==> src/rtl/grant_mux_skid.sv <==
// Grant-driven payload mux feeding a 2-entry skid FIFO with a valid/ready output.
// The registered one-hot grant selects a requester; the accepted payload is acked and queued.
module grant_mux_skid #(
    parameter  int N  = 8,
    parameter  int W  = 32,
    localparam int SW = $clog2(N)
) (
    input  logic           clk,
    input  logic           reset,
    input  logic [N-1:0]   grant,
    input  logic           grant_valid,
    input  logic [N*W-1:0] req_data,
    output logic [N-1:0]   ack,
    output logic           out_valid,
    input  logic           out_ready,
    output logic [W-1:0]   out_data,
    output logic [SW-1:0]  out_src,
    output logic           grant_err,
    output logic [1:0]     occupancy
);

    logic [W-1:0]  mem_data [2];
    logic [SW-1:0] mem_src  [2];
    logic          wr_ptr;
    logic          rd_ptr;
    logic [1:0]    occ;

    logic          onehot;
    logic          full;
    logic          accept;
    logic          pop;
    logic [W-1:0]  sel_data;
    logic [SW-1:0] sel_src;

    always_comb begin
        onehot = (grant != '0) && ((grant & (grant - N'(1))) == '0);
        // Full uses the registered count, so a same-cycle pop does not free a slot.
        full   = (occ == 2'd2);
        accept = grant_valid && onehot && !full && !reset;
        pop    = (occ != 2'd0) && out_ready;
        ack    = accept ? grant : '0;
    end

    always_comb begin
        sel_data = '0;
        sel_src  = '0;
        for (int i = 0; i < N; i++) begin
            if (grant[i]) begin
                sel_data = req_data[i*W +: W];
                sel_src  = SW'(i);
            end
        end
    end

    always_ff @(posedge clk) begin
        if (reset) begin
            wr_ptr      <= 1'b0;
            rd_ptr      <= 1'b0;
            occ         <= 2'd0;
            grant_err   <= 1'b0;
            mem_data[0] <= '0;
            mem_data[1] <= '0;
            mem_src[0]  <= '0;
            mem_src[1]  <= '0;
        end else begin
            if (accept) begin
                mem_data[wr_ptr] <= sel_data;
                mem_src[wr_ptr]  <= sel_src;
                wr_ptr           <= ~wr_ptr;
            end
            if (pop) begin
                rd_ptr <= ~rd_ptr;
            end
            case ({accept, pop})
                2'b10:   occ <= occ + 2'd1;
                2'b01:   occ <= occ - 2'd1;
                default: occ <= occ;
            endcase
            // Multi-hot grant is an arbiter fault; latch it until reset.
            if (grant_valid && (grant != '0) && !onehot) begin
                grant_err <= 1'b1;
            end
        end
    end

    assign out_valid = (occ != 2'd0);
    assign out_data  = mem_data[rd_ptr];
    assign out_src   = mem_src[rd_ptr];
    assign occupancy = occ;

endmodule

==> config.mk <==
export PLATFORM = sky130hd
export DESIGN_NAME = grant_mux_skid
export DESIGN_NICKNAME = d
export VERILOG_FILES = /design/src/rtl/grant_mux_skid.sv
export SDC_FILE = /design/constraint.sdc
export NUM_CORES = 1
export LEC_CHECK = 0
export CAP_MARGIN = 20
export CORE_AREA = 2 2 122 124
export CTS_BUF_LIST = sky130_fd_sc_hd__clkbuf_4
export CTS_CLUSTER_SIZE = 10
export DETAILED_ROUTE_END_ITERATION = 8
export DIE_AREA = 0 0 124 126
export PLACE_DENSITY = 0.73
export SYNTH_ARGS = -nofsm -noshare
export SYNTH_HDL_FRONTEND = slang
export SYNTH_SLANG_ARGS = --single-unit
==> constraint.sdc <==
create_clock -name clk -period 5.3 [get_ports clk]
set_input_delay 1.325 -clock clk [delete_from_list [all_inputs] [get_ports clk]]
set_output_delay 1.325 -clock clk [all_outputs]
set_load 0.01 [all_outputs]
== Word-level counts from Yosys, hierarchy flattened ==
Memories as Yosys holds them, arrays and structs flattened. A register that Yosys moved wholly into a read port is not among the register bits.
Cells that the tools add are included.

* Flip-flop bits (word level): 5
* Bits of input ports: 268
* Memory bits (writable): 70
* Bits in latches: 0
* ROM bits: 0
* Memories: 2
* Output and inout bits: 47
* Logic and storage cells: 63

* Add/subtract/negate cells: 3
* Shifts and indexed selects: 0
* Multipliers: 0
* Bitwise gates (word level): 3
* Reductions and logical operators: 16
* Muxes and demuxes: 32
* Divide/modulo/power cells: 0
* Equality and inequality tests: 3
* Order comparisons: 0

{| class="wikitable"
|+ Memories
! name !! words !! width !! rd ports !! clocked after memory_dff !! wr ports !! line !! text
|-
| mem_data || 2 || 32 || 1 || 1 || 2 || 22 || <nowiki>logic [W-1:0] mem_data [2];</nowiki>
|-
| mem_src || 2 || 3 || 1 || 1 || 2 || 23 || <nowiki>logic [SW-1:0] mem_src [2];</nowiki>
|}

{| class="wikitable"
|+ Operators by type and width
! operator !! number
|-
| $mux 32 || 9
|-
| $reduce_or 32->1 || 1
|-
| $mux 3 || 7
|-
| $mux 1 || 14
|-
| $and 8x8->8 || 1
|-
| $logic_not 8->1 || 1
|-
| $mux 8 || 1
|-
| $reduce_bool 8->1 || 1
|-
| $sub 8x1->8 const B || 1
|-
| $logic_and 1x1->1 || 7
|-
| $eq 2x2->1 const B || 2
|-
| $pmux 2 s2 || 1
|-
| $reduce_bool 2->1 || 2
|-
| $logic_not 1->1 || 3
|-
| $reduce_or 3->1 || 1
|-
| $add 2x1->2 const B || 1
|-
| $eq 2x1->1 const B || 1
|-
| $not 1->1 || 2
|-
| $sub 2x1->2 const B || 1
|}

== Logic depth before layout (Yosys ltp) ==
* Depth after elaboration: 12
* Mapped depth: 9
* Gate-level depth less buffers: 7

== Worst setup path after synthesis ==
OpenSTA, ideal clock, no wires.

* Path type: input port to output port
* Start: in grant[2]
* End: out ack[0]
* Cell stages on the path: 6
* Buffers on the path: 2
* Setup slack: 1.111 ns
* Data required time: 3.975 ns
* Data arrival time: 2.864 ns
* Path through: buf_6 -> or4_4 -> a2111oi_4 -> o311ai_1 -> clkbuf_1 -> nor2_1

* Longest elaborated chain between the ends: 8
* Elaborated cells on any way between the ends: 9
* Classes of those cells: 1 x add/sub; 1 x mux; 1 x bitwise; 6 x reduce/logical

{| class="wikitable"
|+ Ends and longest elaborated chain
! element !! line !! text
|-
| from (decl) || 10 || <nowiki>input logic [N-1:0] grant,</nowiki>
|-
| $sub 8x1->8 || 36 || <nowiki>onehot = (grant != '0) && ((grant & (grant - N'(1))) == '0);</nowiki>
|-
| $and 8x8->8 || 36 ||
|-
| $logic_not 8->1 || 36 ||
|-
| $logic_and 1x1->1 * || 36 ||
|-
| $logic_and 1x1->1 * (3 in series) || 39 || <nowiki>accept = grant_valid && onehot && !full && !reset;</nowiki>
|-
| $mux 8 * || 41 || <nowiki>ack = accept ? grant : '0;</nowiki>
|-
| to (decl) || 13 || <nowiki>output logic [N-1:0] ack,</nowiki>
|}

Every way passes the cells marked *; elsewhere a longest branch is shown, timed or not.

== Worst setup path after layout ==
* Start: in grant[3]
* End: out ack[4]

Same word-level chain as after synthesis.

==> flow_metrics.env <==
export IMPL_synth_top_cell_by_area="edfxtp_1"
export IMPL_whs_path_depth=2
export IMPL_outcome="finished clean"
export IMPL_yosysUniqueCellTypes=41
export IMPL_synth_most_common_cell="nor2_1"
export IMPL_worstHoldPathType="reg2reg"
export IMPL_max_freq_mhz=195
export IMPL_p_comb_frac=0.312
export IMPL_cts_buffer_depth=2
export IMPL_pwr_share_clk=0.210
export IMPL_routabilityCongestion=0.824
export IMPL_first_pass_iters=9
export IMPL_cpLargestDelayFamily="buffers and inverters"
export IMPL_rr_worst_depth=6
export IMPL_ioPinCount=315
export IMPL_wire_per_inst_microns=21.7
export IMPL_fin_crit_ps=5130
export IMPL_final_area_sq_um=8430
export IMPL_slew_violations=0
export IMPL_slew_headroom=0.397
export IMPL_layout_worst_path_cycle_share=0.968
export IMPL_final_nets=1090
export IMPL_cpMostUsedCell="clkdlybuf4s50_1"
export IMPL_end_kind="output port"
export IMPL_grt_use_total=0.272
export IMPL_cts_tree="done"
export IMPL_rsz0062_at_grt="no"
export IMPL_multi_input_area_sq_um=2490
export IMPL_tns_ps=0
export IMPL_fin_util=0.589
export IMPL_die_area_sq_um=15600
export IMPL_crit_arrival_ps=3800
export IMPL_path_class="in2out"
export IMPL_cts_buffers=9
export IMPL_dieWidth_microns=124
export IMPL_yosys_warnings=0
export IMPL_cts_resized=0
export IMPL_synthTopCellsByCount="nor2_1 (114), edfxtp_1 (70), clkbuf_1 (39), mux2_2 (35), nand2_1 (34)"
export IMPL_hold_violations=0
export IMPL_grt_pass1_vias=5818
export IMPL_n_antenna_cell=0
export IMPL_drc=0
export IMPL_htree_levels=3
export IMPL_cts_setup_buffers=0
export IMPL_cp_cell_sequence="clkdlybuf4s50_1 -> or4_4 -> a2111oi_4 -> o311ai_1 -> buf_4 -> nor2_1 -> clkdlybuf4s50_1"
export IMPL_syn_num_nets=789
export IMPL_internal_power_mw=1.03
export IMPL_area_growth_pct=70.7
export IMPL_sw_frac_of_total=0.273
export IMPL_irDropWorstVdd_uv=109
export IMPL_setup_viol=0
export IMPL_critPathRequiredTime_ps=3970
export IMPL_cpPeakStageDelay_ps=550
export IMPL_slowest_stage="clkdlybuf4s50_1"
export IMPL_synth_seq_cells=76
export IMPL_nFillCells=1250
export IMPL_syn_area_per_cell_sq_um=9.50
export IMPL_whs_ps=500
export IMPL_wirelength_mm=21.9
export IMPL_num_vias=5660
export IMPL_post_dp_cell_area_sq_um=8320
export IMPL_initial_core_util=0.345
export IMPL_syn_area_sq_um=4940
export IMPL_grt_overflow=0
export IMPL_rows=44
export IMPL_hpwl_mm=16.6
export IMPL_root_buffer="clkbuf_4"
export IMPL_antenna_found_initial=1
export IMPL_port_buffers=314
export IMPL_synthFlopType="edfxtp_1"
export IMPL_clkSlewWorstSetupHoldPaths_ps=110
export IMPL_synth_edf_count=70
export IMPL_cap_viol_max_count=0
export IMPL_die_h_microns=126
export IMPL_cp_max_fo=8
export IMPL_grt_max_degree=37
export IMPL_core_area_sq_um=14300
export IMPL_async_flop_share=0
export IMPL_drtIter0Drc=478
export IMPL_ys_top_cells_by_area="edfxtp_1 (43%), nor2_1 (8.7%), mux2_2 (8.0%), a222oi_1 (6.5%), a221oi_1 (5.7%)"
export IMPL_cp_num_buf_inv=3
export IMPL_fin_skew_ps=12.9
export IMPL_crit_path_start_kind="primary input"
export IMPL_p_seq_frac=0.478
export IMPL_crit_cells=7
export IMPL_p_leak_nw=3.01
export IMPL_clkLatencyLatePin_ps=410
export IMPL_worstMarginPinSlew_ps=903
export IMPL_ys_seq_area_frac=0.450
export IMPL_viasPerCell=5.61
export IMPL_postCtsHoldBufs=0
export IMPL_layout_area_seq_sq_um=2220
export IMPL_yosys_area_top_type_share=0.426
export IMPL_cts_sinks=76
export IMPL_p_switching_mw=0.386
export IMPL_final_antenna_net_count=0
export IMPL_drive_gt1_frac=0.112
export IMPL_grt_pass1_wl_mm=31.6
export IMPL_powerDensity_nw_per_um2=168
export IMPL_synthCells=520
metal layers:
metal | track usage | routed length (microns)
met1 | 0.308 | 8330
met2 | 0.505 | 11300
met3 | 0.0521 | 1660
met4 | 0.0846 | 569
met5 | 0 | 10
area by class of cell:
cell class | instances | area share
Sequential cell | 76 | 0.264
Clock buffer | 9 | 0.00801
Clock inverter | 6 | 0.00505
Inverter | 10 | 0.00445
Tap cell | 184 | 0.0273
Multi-Input combinational cell | 383 | 0.295
Timing Repair Buffer | 341 | 0.396
cell usage in the layout (no fill, tap or decap), drive strengths merged, types with 2 or more instances in the layout:
cell type / netlist / routed
a222oi: 32 / 32
xnor2: 2 / 2
clkinvlp: 0 / 2
nand2b: 3 / 3
edfxtp: 70 / 70
o21bai: 32 / 32
buf: 12 / 28
inv: 8 / 8
a221oi: 32 / 32
nand2: 34 / 34
a2111oi: 3 / 3
or2: 3 / 3
dfxtp: 6 / 6
o22ai: 33 / 33
o21ai: 2 / 2
clkdlybuf4s50: 0 / 313
clkinv: 2 / 6
nor2: 115 / 115
clkbuf: 39 / 9
nor2b: 3 / 3
nor3: 32 / 32
nor4: 3 / 3
mux2: 35 / 35
a21oi: 6 / 6
logic make-up (layout without fill, tap and decap cells):
logic type,after synthesis,count (layout),share of synthesized area
buffers and inverters,61,366,0.0529
flip-flops,76,76,0.450
XOR/XNOR,3,3,0.00532
adder cells (fa/ha/maj),2,2,0.00456
AO/OA/AOI/OAI,143,143,0.236
AND/OR/NAND/NOR,200,200,0.172
multiplexers,35,35,0.0798
worst paths after layout:
kind | end | slack (ps) | from
max | ack[4] | 170 | grant[3]
min | wr_ptr | 500 | wr_ptr
max reg2reg | mem_data[1][8] | 2760 | occupancy[0]
min reg2reg | wr_ptr | 500 | wr_ptr
through the flow:
stage | instances | total power, mW | setup WS, ps
5_1_grt | 1009 | 1.48 | 36.7
3_5_place_dp | 994 | 1.13 | 196
2_1_floorplan | 520 | 0.837 | 1110
4_1_cts | 1009 | 1.42 | 164
3_3_place_gp | 994 | 1.12 | 219
6_report | 1009 | 1.41 | 171
power groups by stage:
stage          registers (mW)  logic, mW  clock network, mW
2_1_floorplan           0.687      0.150                  0
3_3_place_gp            0.689      0.434                  0
3_5_place_dp            0.690      0.438                  0
4_1_cts                 0.676      0.441              0.304
5_1_grt                 0.678      0.469              0.330
6_report                0.676      0.442              0.297
registers in the layout (all words and copies together) (netlist names), named ones only:
signal	cells
rd_ptr	1
mem_data	64
wr_ptr	1
mem_src	6
occupancy	2
grant_err	1
worst reg2reg max path: cells and delay by family (launching register included):
| kind | cells | cell delay [ps] |
|---|---|---|
| AO/OA/AOI/OAI | 1 | 400 |
| buffers and inverters | 2 | 510 |
| flip-flops | 1 | 490 |
| AND/OR/NAND/NOR | 3 | 860 |
Power figures use the tool's default switching activity.
==> variant 1: new RTL, config.mk and constraints unchanged <==
`W`: 32 -> 24.
--- a/src/rtl/grant_mux_skid.sv
+++ b/src/rtl/grant_mux_skid.sv
@@ -2,7 +2,7 @@
 // The registered one-hot grant selects a requester; the accepted payload is acked and queued.
 module grant_mux_skid #(
     parameter  int N  = 8,
-    parameter  int W  = 32,
+    parameter  int W  = 24,
     localparam int SW = $clog2(N)
 ) (
     input  logic           clk,
Interface: changed (resized out_data and req_data); port bits go from 315 to 243. No check against the original RTL was run, so the function may have changed too.
==> variant 1 against the unedited design <==
  * Synthesized cell count fell by 21%
  * Sequential power decreased by 21%
  * Sequential cell count fell by 16
  * Worst hold slack better by 0.0020 ns
  * Synthesized area decreased by 21%
  * Total power fell by 13%
  * Design area shrank 19%
  * Non-clock buffer count is 76 lower
  * Wire length fell by 27%
  * Clock skew decreased by 0.0012 ns
  * Via count decreased by 23%
  * Largest power group unchanged
  * First-iteration DRC count decreased by 39%
  * Setup slack worse by 0.029 ns
==> variant 1: results (changes against the unedited design) <==
vias in the first global route - 4475 (-23%)
Leak - 2.41 nW (-20%)
Top Layer Used - met4
Final Worst Setup Slack - 0.142 ns (-0.0292 ns)
Inst Count DP - 819 (-18%)
Layout Skew - 0.0117 ns (-0.00119 ns)
VDD IR-drop max - 86.9 uV (-20%)
mux cell area share after synthesis - 7.78% (-0.20 points)
Synth Area in Compound Gates - 23.1% (-0.44 points)
Buffers on Ports - 242 (-23%)
total routed wirelength - 15900 um (-27%)
sequential cell area fraction in the yosys report - 44.6% (-0.41 points)
Arr. time, crit path - 3.83 ns (+0.03 ns)
first-pass GRT wire length - 23300 um (-26%)
final cell count without fillers - 839 (-17%)
FF-to-FF End - mem_data[1][16]$_SDFFCE_PN0P_
Worst Tran Pin Value - 1.13 ns (+0.227 ns)
Post-Route M1 WL - 6550 um (-21%)
GR Layer Usage met1 - 24.0% (-6.8 points)
area share of xor/xnor cells in the synthesized design - 0.672% (+0.14 points)
dpl cell area - 6590 um2 (-21%)
pre-CTS worst setup slack - 0.160 ns (-0.0359 ns)
filler instances - 1338 (+7.0%)
peak fanout along the critical path - 7 (-1)
synth cell count leaders - 81 x nor2_1, 54 x edfxtp_1, 30 x clkbuf_1, 27 x mux2_2, 26 x nand2_1
GRT Total Usage - 19.8% (-7.4 points)
DP Wirelength - 12300 um (-26%)
max incr delay on CP - 0.60 ns (+0.05 ns)
max reg flops - 48 (-25%)
syn_nets - 616 (-22%)
adder-cell area share of the yosys netlist - 0.576% (+0.12 points)
metal3 WL - 1010 um (-39%)
outcome - completed
top cells by area, synth - edfxtp_1 41%, mux2_2 7.8%, nor2_1 7.8%
initial DRC count - 290 (-39%)
reg-to-reg slack, setup - 2.77 ns (about the same)
worst-skew pair later-pin latency - 0.39 ns (-0.02 ns)
wire length on met2 - 7950 um (-30%)
vias per cell - 5.21 (-7.0%)
crit path to - ack[7]
CP startpoint - grant[0]
Post-synth EDFFs - 54 (-23%)
layout cells sized above 1 - 12.8% (+1.7 points)
GR Util met2 - 34.5% (-16 points)
pin count of the biggest net entering global routing - 31 (-16%)
Crit-path slowest cell - or4_4
[variant 1: cell types whose count changed in the layout (fill, tap and decap cells not counted), moves of 8 or more]
cell / before / now
clkdlybuf4s50_1: 313 / 242
nand2_1: 34 / 26
nor2_1: 113 / 80
o22ai_1: 33 / 25
nor3_1: 32 / 24
nor2_2: 1 / 11
a222oi_1: 32 / 24
buf_4: 27 / 17
edfxtp_1: 70 / 54
a221oi_1: 32 / 24
mux2_2: 35 / 27
o21bai_1: 32 / 24
[variant 1: cell type report]
cell class              instances  area share (%)
diodes                          1          0.0369
multi-input cells             303            29.2
clock inverters                 7            1.35
flip-flops and latches         60            25.6
well taps                     184            3.39
inverters                      10           0.553
repair buffers                265            38.9
clock buffers                   9           0.995
[variant 1: where the power goes]
part / internal (mW) / switching (mW)
logic: 0.206 / 0.134
registers: 0.527 / 0.00414
clock network: 0.189 / 0.172
total: 0.922 / 0.310
==> variant 2: new RTL, config.mk and constraints unchanged <==
Without the edit above. Make the reset (`reset`) asynchronous in one clocked block.
--- a/src/rtl/grant_mux_skid.sv
+++ b/src/rtl/grant_mux_skid.sv
@@ -52,7 +52,7 @@
         end
     end
 
-    always_ff @(posedge clk) begin
+    always_ff @(posedge clk or posedge reset) begin
         if (reset) begin
             wr_ptr      <= 1'b0;
             rd_ptr      <= 1'b0;
Behaviour: differs if reset is asserted again (counterexample within 4 cycles, from zero or initial values and one cycle with reset high); with reset held inactive, the same outputs for 4 cycles.
==> variant 2 against the unedited design <==
  * Utilization grew 2.9 points
  * Synthesized area grew 9.5%
  * Worst hold slack gained 0.0055 ns
  * Wire length grew 6.5%
  * Design area grew 5.0%
  * Setup slack gained 0.035 ns
  * Total power grew 41%
  * Sequential cell count shrank 1
  * First-iteration DRC count grew 6.9%
  * Maximum frequency grew 0.69%
  * Combinational power grew 94%
  * Critical path type unchanged
==> variant 2: results (changes against the unedited design) <==
post-synth cell types - 47 (+15%)
pre-CTS worst setup slack - 0.123 ns (-0.0729 ns)
sequential cell area fraction in the yosys report - 34.7% (-10 points)
hold-critical path depth - 1 (-1)
Final min period - 5.09 ns (-0.0352 ns)
max incr delay on CP - 0.64 ns (+0.09 ns)
CP startpoint - grant[0]
Synth Instances - 593 (+14%)
Leak - 3.62 nW (+20%)
clock-pin slew on the worst setup and hold paths - 0.11 ns (about the same)
via count - 6120 (+8.1%)
DP Wirelength - 17300 um (+4.1%)
first-pass GRT wire length - 35400 um (+12%)
wire length on met2 - 11900 um (+5.1%)
crit path to - ack[5]
FF-to-FF End - mem_src[2]$_DFFE_PP0P_
Layout Skew - 0.0155 ns (+0.00252 ns)
worst-skew pair later-pin latency - 0.41 ns (about the same)
H-Tree Depth - 3 (unchanged)
layout cells sized above 1 - 12.6% (+1.5 points)
pin count of the biggest net entering global routing - 76 (+110%)
CTS resizes - 0 (unchanged)
headroom to the max-slew limit - 33.0% (-6.7 points)
clock network power share - 19.8% (-1.2 points)
Critical R2R Launch - occupancy[0]$_DFFE_PP0P_
max reg flops - 64 (unchanged)
synth cell count leaders - 81 x o21ai_0, 75 x dfrtp_1, 55 x mux2_2, 44 x a21oi_1, 43 x clkbuf_1
Hold WS - 0.505 ns (+0.00549 ns)
initial DRC count - 511 (+6.9%)
top cells by area, synth - dfrtp_1 35%, mux2_2 11%, o21ai_0 7.5%
routability congestion estimate - 0.893 (+8.4%)
M3 GR Usage - 4.85% (-0.36 points)
GR Util met2 - 51.6% (+1.1 points)
dpl cell area - 8680 um2 (+4.3%)
Hold Startpoint - grant_err$_DFFE_PP0P_
vias in the first global route - 6366 (+9.4%)
Post-synth EDFFs - 0 (-100%)
metal3 WL - 1420 um (-14%)
Synth Flop Type - dfrtp_1
outcome - completed
VDD IR-drop max - 157 uV (+44%)
nets@finish - 1150 (+5.5%)
Top Layer Used - met4
reg-to-reg slack, setup - 3.08 ns (+0.32 ns)
syn_nets - 862 (+9.3%)
hold endpoint - grant_err$_DFFE_PP0P_
P_int - 1.33 mW (+30%)
worst r2r path cells - 7 (+1)
DR WL/cell - 21.7 um (+0.33%)
[variant 2: final cells by class]
type | instances | area [um2] | area share [%]
multi-input combinational | 425 | 3180 | 35.9
clock buffer | 9 | 67.6 | 0.763
sequential | 75 | 1880 | 21.2
antenna | 1 | 2.50 | 0.0283
inverter | 37 | 140 | 1.58
timing repair buffer | 333 | 3270 | 36.9
clock inverter | 7 | 91.3 | 1.03
tap | 184 | 230 | 2.60
[variant 2: cell families (layout without fill, tap and decap cells)]
| family | count (synthesis) | after routing | share of synthesized area [%] |
|---|---|---|---|
| buf+inv | 93 | 386 | 7.12 |
| fa+ha+maj | 1 | 1 | 0.231 |
| mux | 90 | 90 | 18.0 |
| xor+xnor | 6 | 6 | 0.971 |
| other cells | 0 | 1 | 0 |
| simple gates | 70 | 70 | 6.64 |
| flops | 75 | 75 | 34.7 |
| compound gates | 258 | 258 | 32.3 |
